<file path="config.mk">
export PLATFORM = sky130hd
export DESIGN_NAME = snn_sequencer
export DESIGN_NICKNAME = d
export VERILOG_FILES = /design/src/rtl/snn_pkg.sv /design/src/rtl/snn_sequencer_byte_unpacker.sv /design/src/rtl/snn_sequencer.sv
export SDC_FILE = /design/constraint.sdc
export NUM_CORES = 1
export LEC_CHECK = 0
export ABC_AREA = 1
export CORE_ASPECT_RATIO = 0.7
export CORE_MARGIN = 3
export CORE_UTILIZATION = 45
export DETAILED_ROUTE_END_ITERATION = 8
export DONT_BUFFER_PORTS = 1
export GPL_TIMING_DRIVEN = 0
export PLACE_DENSITY_LB_ADDON = 0.08
export SLEW_MARGIN = 20
export SYNTH_ARGS = -nofsm -noshare
export SYNTH_HDL_FRONTEND = slang
export SYNTH_SLANG_ARGS = --single-unit
export TNS_END_PERCENT = 30
</file>
<file path="constraint.sdc">
create_clock -name clk -period 1.7 [get_ports clk]
set_input_delay 0.255 -clock clk [delete_from_list [all_inputs] [get_ports clk]]
set_output_delay 0.255 -clock clk [all_outputs]
set_load 0.02 [all_outputs]
</file>
<file path="src/rtl/snn_pkg.sv">
// Shared types and constants for the digit-classifier sequencer.
package snn_pkg;

   typedef enum logic [3:0] {
      StLoad   = 4'd0,
      StUnpack = 4'd1,
      StStart  = 4'd2,
      StRun    = 4'd3,
      StSend   = 4'd4,
      StWaitTx = 4'd5
   } seq_state_t;

   localparam logic [7:0] ASCII_ZERO  = 8'h30;
   localparam logic [7:0] ASCII_QMARK = 8'h3F;
   localparam logic [7:0] ASCII_ERR   = 8'h45;

   localparam int unsigned NUM_BITS_C = 784;

   function automatic logic [7:0] digit_to_ascii(input logic [3:0] d);
      return (d <= 4'd9) ? (ASCII_ZERO + {4'd0, d}) : ASCII_QMARK;
   endfunction

endpackage

</file>
<file path="src/rtl/snn_sequencer_byte_unpacker.sv">
// Serialises one received byte LSB first and flags the eighth bit.
module byte_unpacker
   import snn_pkg::*;
(
   input  logic       clk,
   input  logic       rst_n,
   input  logic       load_i,
   input  logic [7:0] byte_in_i,
   input  logic       shift_i,
   output logic       bit_out_o,
   output logic       last_o
);

   logic [7:0] sr_q, sr_d;
   logic [2:0] bc_q, bc_d;

   always_comb begin
      sr_d = sr_q;
      bc_d = bc_q;
      if (load_i) begin
         sr_d = byte_in_i;
         bc_d = 3'd0;
      end else if (shift_i) begin
         sr_d = {1'b0, sr_q[7:1]};
         bc_d = bc_q + 3'd1;
      end
   end

   always_ff @(posedge clk or negedge rst_n) begin
      if (!rst_n) begin
         sr_q <= 8'd0;
         bc_q <= 3'd0;
      end else begin
         sr_q <= sr_d;
         bc_q <= bc_d;
      end
   end

   assign bit_out_o = sr_q[0];
   assign last_o    = (bc_q == 3'd7);

endmodule

</file>
<file path="src/rtl/snn_sequencer.sv">
// Frame loader, SNN core launcher and result transmitter; owns the input RAM port.
module snn_sequencer
   import snn_pkg::*;
#(
   parameter int unsigned NUM_BYTES = 98,
   parameter int unsigned NUM_BITS  = 8 * NUM_BYTES,
   parameter int unsigned TIMEOUT   = 32768
) (
   input  logic       clk,
   input  logic       rst_n,
   input  logic       rx_rdy_i,
   input  logic [7:0] rx_data_i,
   input  logic       tx_rdy_i,
   output logic       tx_start_o,
   output logic [7:0] tx_data_o,
   output logic [9:0] ram_addr_o,
   output logic       ram_d_o,
   output logic       ram_we_o,
   input  logic [9:0] core_addr_i,
   output logic       core_start_o,
   input  logic       core_done_i,
   input  logic [3:0] core_digit_i,
   output logic [3:0] digit_o,
   output logic       busy_o,
   output logic       err_o
);

   localparam int unsigned TW = $clog2(TIMEOUT);
   localparam logic [TW-1:0] TimerLast = TW'(TIMEOUT - 1);
   localparam logic [9:0]    WpLast    = 10'(NUM_BITS - 1);

   seq_state_t    state_q, state_d;
   logic [9:0]    wp_q, wp_d;
   logic [TW-1:0] timer_q, timer_d;
   logic [3:0]    digit_q, digit_d;
   logic [7:0]    tx_byte_q, tx_byte_d;
   logic          err_q, err_d;
   logic          seen_low_q, seen_low_d;
   logic          load, shift, bit_out, last;

   byte_unpacker u_unpacker (
      .clk       (clk),
      .rst_n     (rst_n),
      .load_i    (load),
      .byte_in_i (rx_data_i),
      .shift_i   (shift),
      .bit_out_o (bit_out),
      .last_o    (last)
   );

   always_comb begin
      state_d      = state_q;
      wp_d         = wp_q;
      timer_d      = timer_q;
      digit_d      = digit_q;
      tx_byte_d    = tx_byte_q;
      err_d        = err_q;
      seen_low_d   = seen_low_q;
      load         = 1'b0;
      shift        = 1'b0;
      ram_addr_o   = wp_q;
      ram_d_o      = 1'b0;
      ram_we_o     = 1'b0;
      core_start_o = 1'b0;
      tx_start_o   = 1'b0;

      // Bytes arriving while not in LOAD are lost: flag an overrun.
      if (rx_rdy_i && (state_q != StLoad)) err_d = 1'b1;

      unique case (state_q)
         StLoad: begin
            if (rx_rdy_i) begin
               load    = 1'b1;
               state_d = StUnpack;
            end
         end
         StUnpack: begin
            ram_we_o = 1'b1;
            ram_d_o  = bit_out;
            shift    = 1'b1;
            wp_d     = wp_q + 10'd1;
            if (last) state_d = (wp_q == WpLast) ? StStart : StLoad;
         end
         StStart: begin
            core_start_o = 1'b1;
            timer_d      = '0;
            state_d      = StRun;
         end
         StRun: begin
            ram_addr_o = core_addr_i;
            timer_d    = timer_q + 1'b1;
            if (core_done_i) begin
               digit_d   = core_digit_i;
               tx_byte_d = digit_to_ascii(core_digit_i);
               state_d   = StSend;
            end else if (timer_q == TimerLast) begin
               err_d     = 1'b1;
               tx_byte_d = ASCII_ERR;
               state_d   = StSend;
            end
         end
         StSend: begin
            if (tx_rdy_i) begin
               tx_start_o = 1'b1;
               seen_low_d = 1'b0;
               state_d    = StWaitTx;
            end
         end
         StWaitTx: begin
            if (!tx_rdy_i) begin
               seen_low_d = 1'b1;
            end else if (seen_low_q) begin
               wp_d    = 10'd0;
               state_d = StLoad;
            end
         end
         default: state_d = StLoad;
      endcase
   end

   always_ff @(posedge clk or negedge rst_n) begin
      if (!rst_n) begin
         state_q    <= StLoad;
         wp_q       <= 10'd0;
         timer_q    <= '0;
         digit_q    <= 4'd0;
         tx_byte_q  <= 8'd0;
         err_q      <= 1'b0;
         seen_low_q <= 1'b0;
      end else begin
         state_q    <= state_d;
         wp_q       <= wp_d;
         timer_q    <= timer_d;
         digit_q    <= digit_d;
         tx_byte_q  <= tx_byte_d;
         err_q      <= err_d;
         seen_low_q <= seen_low_d;
      end
   end

   assign tx_data_o = tx_byte_q;
   assign digit_o   = digit_q;
   assign busy_o    = (state_q != StLoad);
   assign err_o     = err_q;

endmodule

</file>
Word-level counts from Yosys, hierarchy flattened
Cells that the tools add are included.

word-level totals
  register bits after elaboration = 54
  word-level logic and storage cells = 77
  input bits = 27
  output and inout port bits = 28

operators by class
  $add $sub $neg = 4
  $lt $le $gt $ge = 1
  eq/ne operators = 15
  muxes and demuxes = 35
  reductions and logical operators = 13

operator list
  kind                                            number
  two-way mux 8 bit                               4
  two-way mux 10 bit                              3
  one-hot mux 15 bit (2 select lines)             1
  two-way mux 4 bit                               7
  one-hot mux 4 bit (6 select lines)              1
  one-hot mux 10 bit (2 select lines)             1
  adder 15 x 1 -> 15 bit (second input constant)  1
  == test 15 bit (second input constant)          1
  two-way mux 1 bit                               13
  inequality test 2 bit (second input constant)   6
  adder 10 x 1 -> 10 bit (second input constant)  1
  == test 10 bit (second input constant)          1
  nonzero test 2 bit                              5
  == test 4 x 2 -> 1 bit (second input constant)  2
  == test 4 x 3 -> 1 bit (second input constant)  2
  adder 6 x 4 -> 7 bit (first input constant)     1
  two-way mux 7 bit                               1
  two-way mux 3 bit                               2
  AND reduction 3 bit                             2
  AND reduction 6 bit                             1
  == test 4 x 1 -> 1 bit (second input constant)  1
  <= comparator 4 bit (second input constant)     1
  logical NOT 4 bit                               1
  AND reduction 2 bit                             2
  7 further kinds                                 7

Longest topological paths before layout
  word-level depth = 6
  gate-level depth with buffers = 10
  mapped depth without buffers = 10

Cells and area by module
A second synthesis with hierarchy kept.

unflattened totals
  cells, all modules = 381
  area total of the unflattened synthesis = 2,874.0 µm²

by module, submodules not included
  module         area each (µm²)  cells an instance  times used  sequential area each (µm²)
  snn_sequencer  2,357.3          323                1           1,001.0
  byte_unpacker  516.7            58                 1           275.3

Worst setup path after synthesis
Ideal clock, no wire load.

  path type = register to output
  from = reg state_q[1]
  to = out ram_d_o
  required time = 1,445 ps
  buffers on the path = 0
  arrival = 1,318 ps
  stages on the path, launching flop included = 6
  setup slack = 127 ps
  path through = dfrtp_1 -> inv_1 -> nand2_1 -> nor2_4 -> inv_4 -> nor2_1

between the ends
  longest elaborated chain between the ends = 2

ends and longest elaborated chain
  element                   line                  text
  start: declaration        snn_sequencer.sv:32   seq_state_t state_q, state_d;
  start signal: assignment  snn_sequencer.sv:123  state_q <= StLoad;
  start signal: assignment  snn_sequencer.sv:131  state_q <= state_d;
  == test 4 x 1 -> 1 bit    snn_sequencer.sv:70   unique case (state_q)
  two-way mux 1 bit         snn_sequencer.sv:70
  end: declaration          snn_sequencer.sv:17   output logic ram_d_o,

Every way passes these cells.

Worst setup path in the final report
  from = reg state_q[2]
  to = out ram_addr_o[5]

between the ends
  longest elaborated chain between the ends = 2

ends and longest elaborated chain
  element                 line                 text
  == test 4 x 2 -> 1 bit  snn_sequencer.sv:70
  two-way mux 10 bit      snn_sequencer.sv:70
  end: declaration        snn_sequencer.sv:16  output logic [9:0] ram_addr_o,

Every way passes these cells.

==> out/qor.txt <==
Bufs on Longest Clock Path - 2
Root Buffer - clkbuf_8
Switch share - 41.5%
Initial Utilization - 48.6%
CP startpoint kind - flip-flop
CTS clock-pin slew for the worst setup and hold paths - 0.09 ns
Clk sinks - 51
Yosys cell types - 33
Worst-Skew Late Latency - 0.31 ns
Die H - 73.3 um
Fin. Hold Viols - 0
Period utilization - 101%
Critical path required time - 1.44 ns
CTS tree - yes
Via count - 2,584
Initial DRC Count - 191
Max-slew violations - 0
Most Frequent Cell on Critical Path - buf_6
Worst Skew - 0.00810 ns
P_leak - 1.70 nW
Crit path DAT - 1.47 ns
Avg Inst Size Synth - 7.58 um^2
Fmax - 0.580 GHz
Failing checks - setup timing
Worst path cell trace - buf_6, inv_8, nand2_8, nor2_8, buf_6, nand2_2, o21ai_4
DRC - 0
Area post-placement - 3000 um^2
Antenna cells - 0
Final Instance Area - 3520 um^2
Clock share of power - 20.3%
Pint - 0.00288 W
Vias in the first global route - 2,459
Final setup viols - 8
Peak VDD IR - 590 uV
GPL Wtd Cong - 0.865
RSZ-0062 raised after global routing - true
Run status - finished, violations left
GRT Total Usage - 20.7%
Area Growth Syn to Fin - 21.1%
Cell Area, Synth - 2910 um^2
Antenna violations before repair - 0
Post-synth net total - 415
Gate Count Post-Synth - 384
Number of vias per cell - 5.36
Comb power frac - 44.5%
Core Box Area - 5990 um^2
Sequential power share - 35.3%
Final net count - 437
Synth Register Bits - 51
Remaining antenna violation count - 0
Hold Crit Class - in -> reg
Crit end category - output pin
Pwr dens - 1400 nW/um^2
Final HPWL DP - 4960 um
Global route overflow - 0
Max cap viols - 0
Largest net degree at the start of global routing - 52
Clock buffer count from CTS - 5
PnR worst setup slack - -0.0246 ns
Die Wd - 102 um
Sum of negative setup slack - -0.111 ns
H-tree levels - 2
Switching pwr - 0.00204 W
Wire per inst - 15.3 um
Row cnt - 23
Number of port buffers - 0
Pre-antenna DRT Iters - 5
Post-synthesis sequential area ratio - 43.9%
Die footprint - 7480 um^2
Yosys warns - 0
Largest stage delay, worst path - 0.39 ns
First-pass GRT wire length - 12,000 um
CP max-delay cell - dfrtp_1
I/O Pins - 55
Total wire length - 7370 um
Setup Crit Path Kind - reg -> out
Fraction of layout cells with a size suffix above 1 - 21.9%
Minimum clock period - 1.72 ns
Worst-path maximum fanout - 6
[worst max-delay path: cells and delay by family (launching register included)]
kind | cells | cell delay (ns)
flip-flops | 1 | 0.39
AO/OA/AOI/OAI | 1 | 0.10
buffers and inverters | 3 | 0.37
AND/OR/NAND/NOR | 3 | 0.30
[cell families (layout without fill, tap and decap cells)]
| family | Yosys count | count (layout) | share of synthesized area [%] |
|---|---|---|---|
| other | 1 | 1 | 0.129 |
| DFF | 51 | 51 | 43.9 |
| adders and majority gates | 4 | 4 | 1.72 |
| xor gates and xnor gates | 2 | 2 | 0.602 |
| AOI/OAI and AO/OA | 64 | 64 | 12.2 |
| and+or+nand+nor | 198 | 199 | 31.8 |
| buffers and inverters | 64 | 86 | 9.72 |
[cell usage in the layout (no fill, tap or decap), drive strengths merged]
| master | Yosys | routed |
|---|---|---|
| nand3 | 32 | 32 |
| inv | 55 | 55 |
| o21ai | 45 | 45 |
| nor3 | 1 | 1 |
| buf | 8 | 20 |
| a21boi | 1 | 1 |
| dfrtp | 51 | 51 |
| xor2 | 2 | 2 |
| nor2 | 43 | 44 |
| o22ai | 2 | 2 |
| a22oi | 2 | 2 |
| a22o | 3 | 3 |
| nand2 | 109 | 109 |
| ha | 4 | 4 |
| bufinv | 0 | 2 |
| o211ai | 2 | 2 |
| nand4 | 12 | 12 |
| clkbuf | 1 | 8 |
| dlygate4sd3 | 0 | 1 |
| a21oi | 8 | 8 |
| conb | 1 | 1 |
| o31ai | 1 | 1 |
| nor3b | 1 | 1 |
[per-layer routing]
metal,share of wire (%),vias to the layer above,GRT usage (%)
met1,50,1191,31.6
met3,7.4,13,4.93
li1,-,1289,-
met5,0,-,0
met2,41,91,29.0
met4,1.5,0,5.82
[power groups by stage]
stage / logic (W) / registers (W) / clock network [W]
floorplan: 0.00144 / 0.00169 / 0
CTS: 0.00202 / 0.00173 / 0.00103
detailed placement: 0.00172 / 0.00175 / 0
global route: 0.00245 / 0.00178 / 0.00107
finish: 0.00219 / 0.00174 / 0.00100
global placement: 0.00170 / 0.00175 / 0
[final cells by class]
class                      count  area [um^2]
buffer                         9          108
clock buffer                   6         72.6
clock inverter                 2         60.1
fill                         519         2460
inverter                      55          221
multi-input combinational    270         1530
sequential                    51         1280
tap                           75         93.8
timing repair buffer          14          165
[synthesized netlist by cell type, drive strengths merged]
library cell  instances  share of area [%]
nor3                  1               0.17
a22oi                 2               0.52
nand2               109                 15
o22ai                 2               0.43
a21oi                 8                1.4
clkbuf                1               0.17
ha                    4                1.7
o21ai                45                7.9
buf                   8                2.4
nor2                 43                8.0
xor2                  2               0.60
dfrtp                51                 44
o31ai                 1               0.26
o211ai                2               0.52
nand4                12                2.6
nor3b                 1               0.26
nand3                32                5.5
inv                  55                7.2
a22o                  3               0.99
conb                  1               0.13
a21boi                1               0.26
[final timing paths]
check	start	endpoint	slack, ns	cells past startpoint
setup / recovery	state_q[2]	ram_addr_o[5]	-0.02	7
hold / removal	tx_rdy_i	seen_low_q	0.06	1
setup reg to reg	state_q[1]	wp_q[6]	0.11	8
hold reg to reg	u_unpacker.sr_q[1]	u_unpacker.sr_q[1]	0.52	2
max in group asynchronous	rst_n	digit_o[0]	1.00	2
min in group asynchronous	rst_n	u_unpacker.sr_q[3]	0.46	2
[registers in the layout, summed over array words and instances (netlist names)]
register / cells
wp_q: 10
digit_o: 4
timer_q: 15
tx_data_o: 6
u_unpacker.sr_q: 8
u_unpacker.bc_q: 3
state_q: 3
seen_low_q: 1
err_o: 1
[what timing repair did]
item                                    in CTS  in global routing
endpoints found under the hold margin       51                  0
pin swaps                                    3                  4
hold buffers                                 2                  0
gates resized for setup                     46                 20
setup buffers                                8                  2
endpoints found under the setup margin      13                 16
gates cloned                                 3                  0
[through the flow]
stage	setup slack [ns]	instances	hold slack, ns	utilization [%]	power [W]
final	-0.0246	482	0.0590	58.9	0.00492
after global routing	-0.0825	482	0.0590	58.9	0.00529
after CTS	-0.0375	480	0.0482	57.1	0.00478
after detailed placement	-0.0678	459	-0.0392	50.2	0.00347
after global placement	-0.0656	459	-0.0393	50.2	0.00344
after floorplan	0.127	384	-0.0406	-	0.00313
Note: power is estimated with default switching activity, not from simulation.
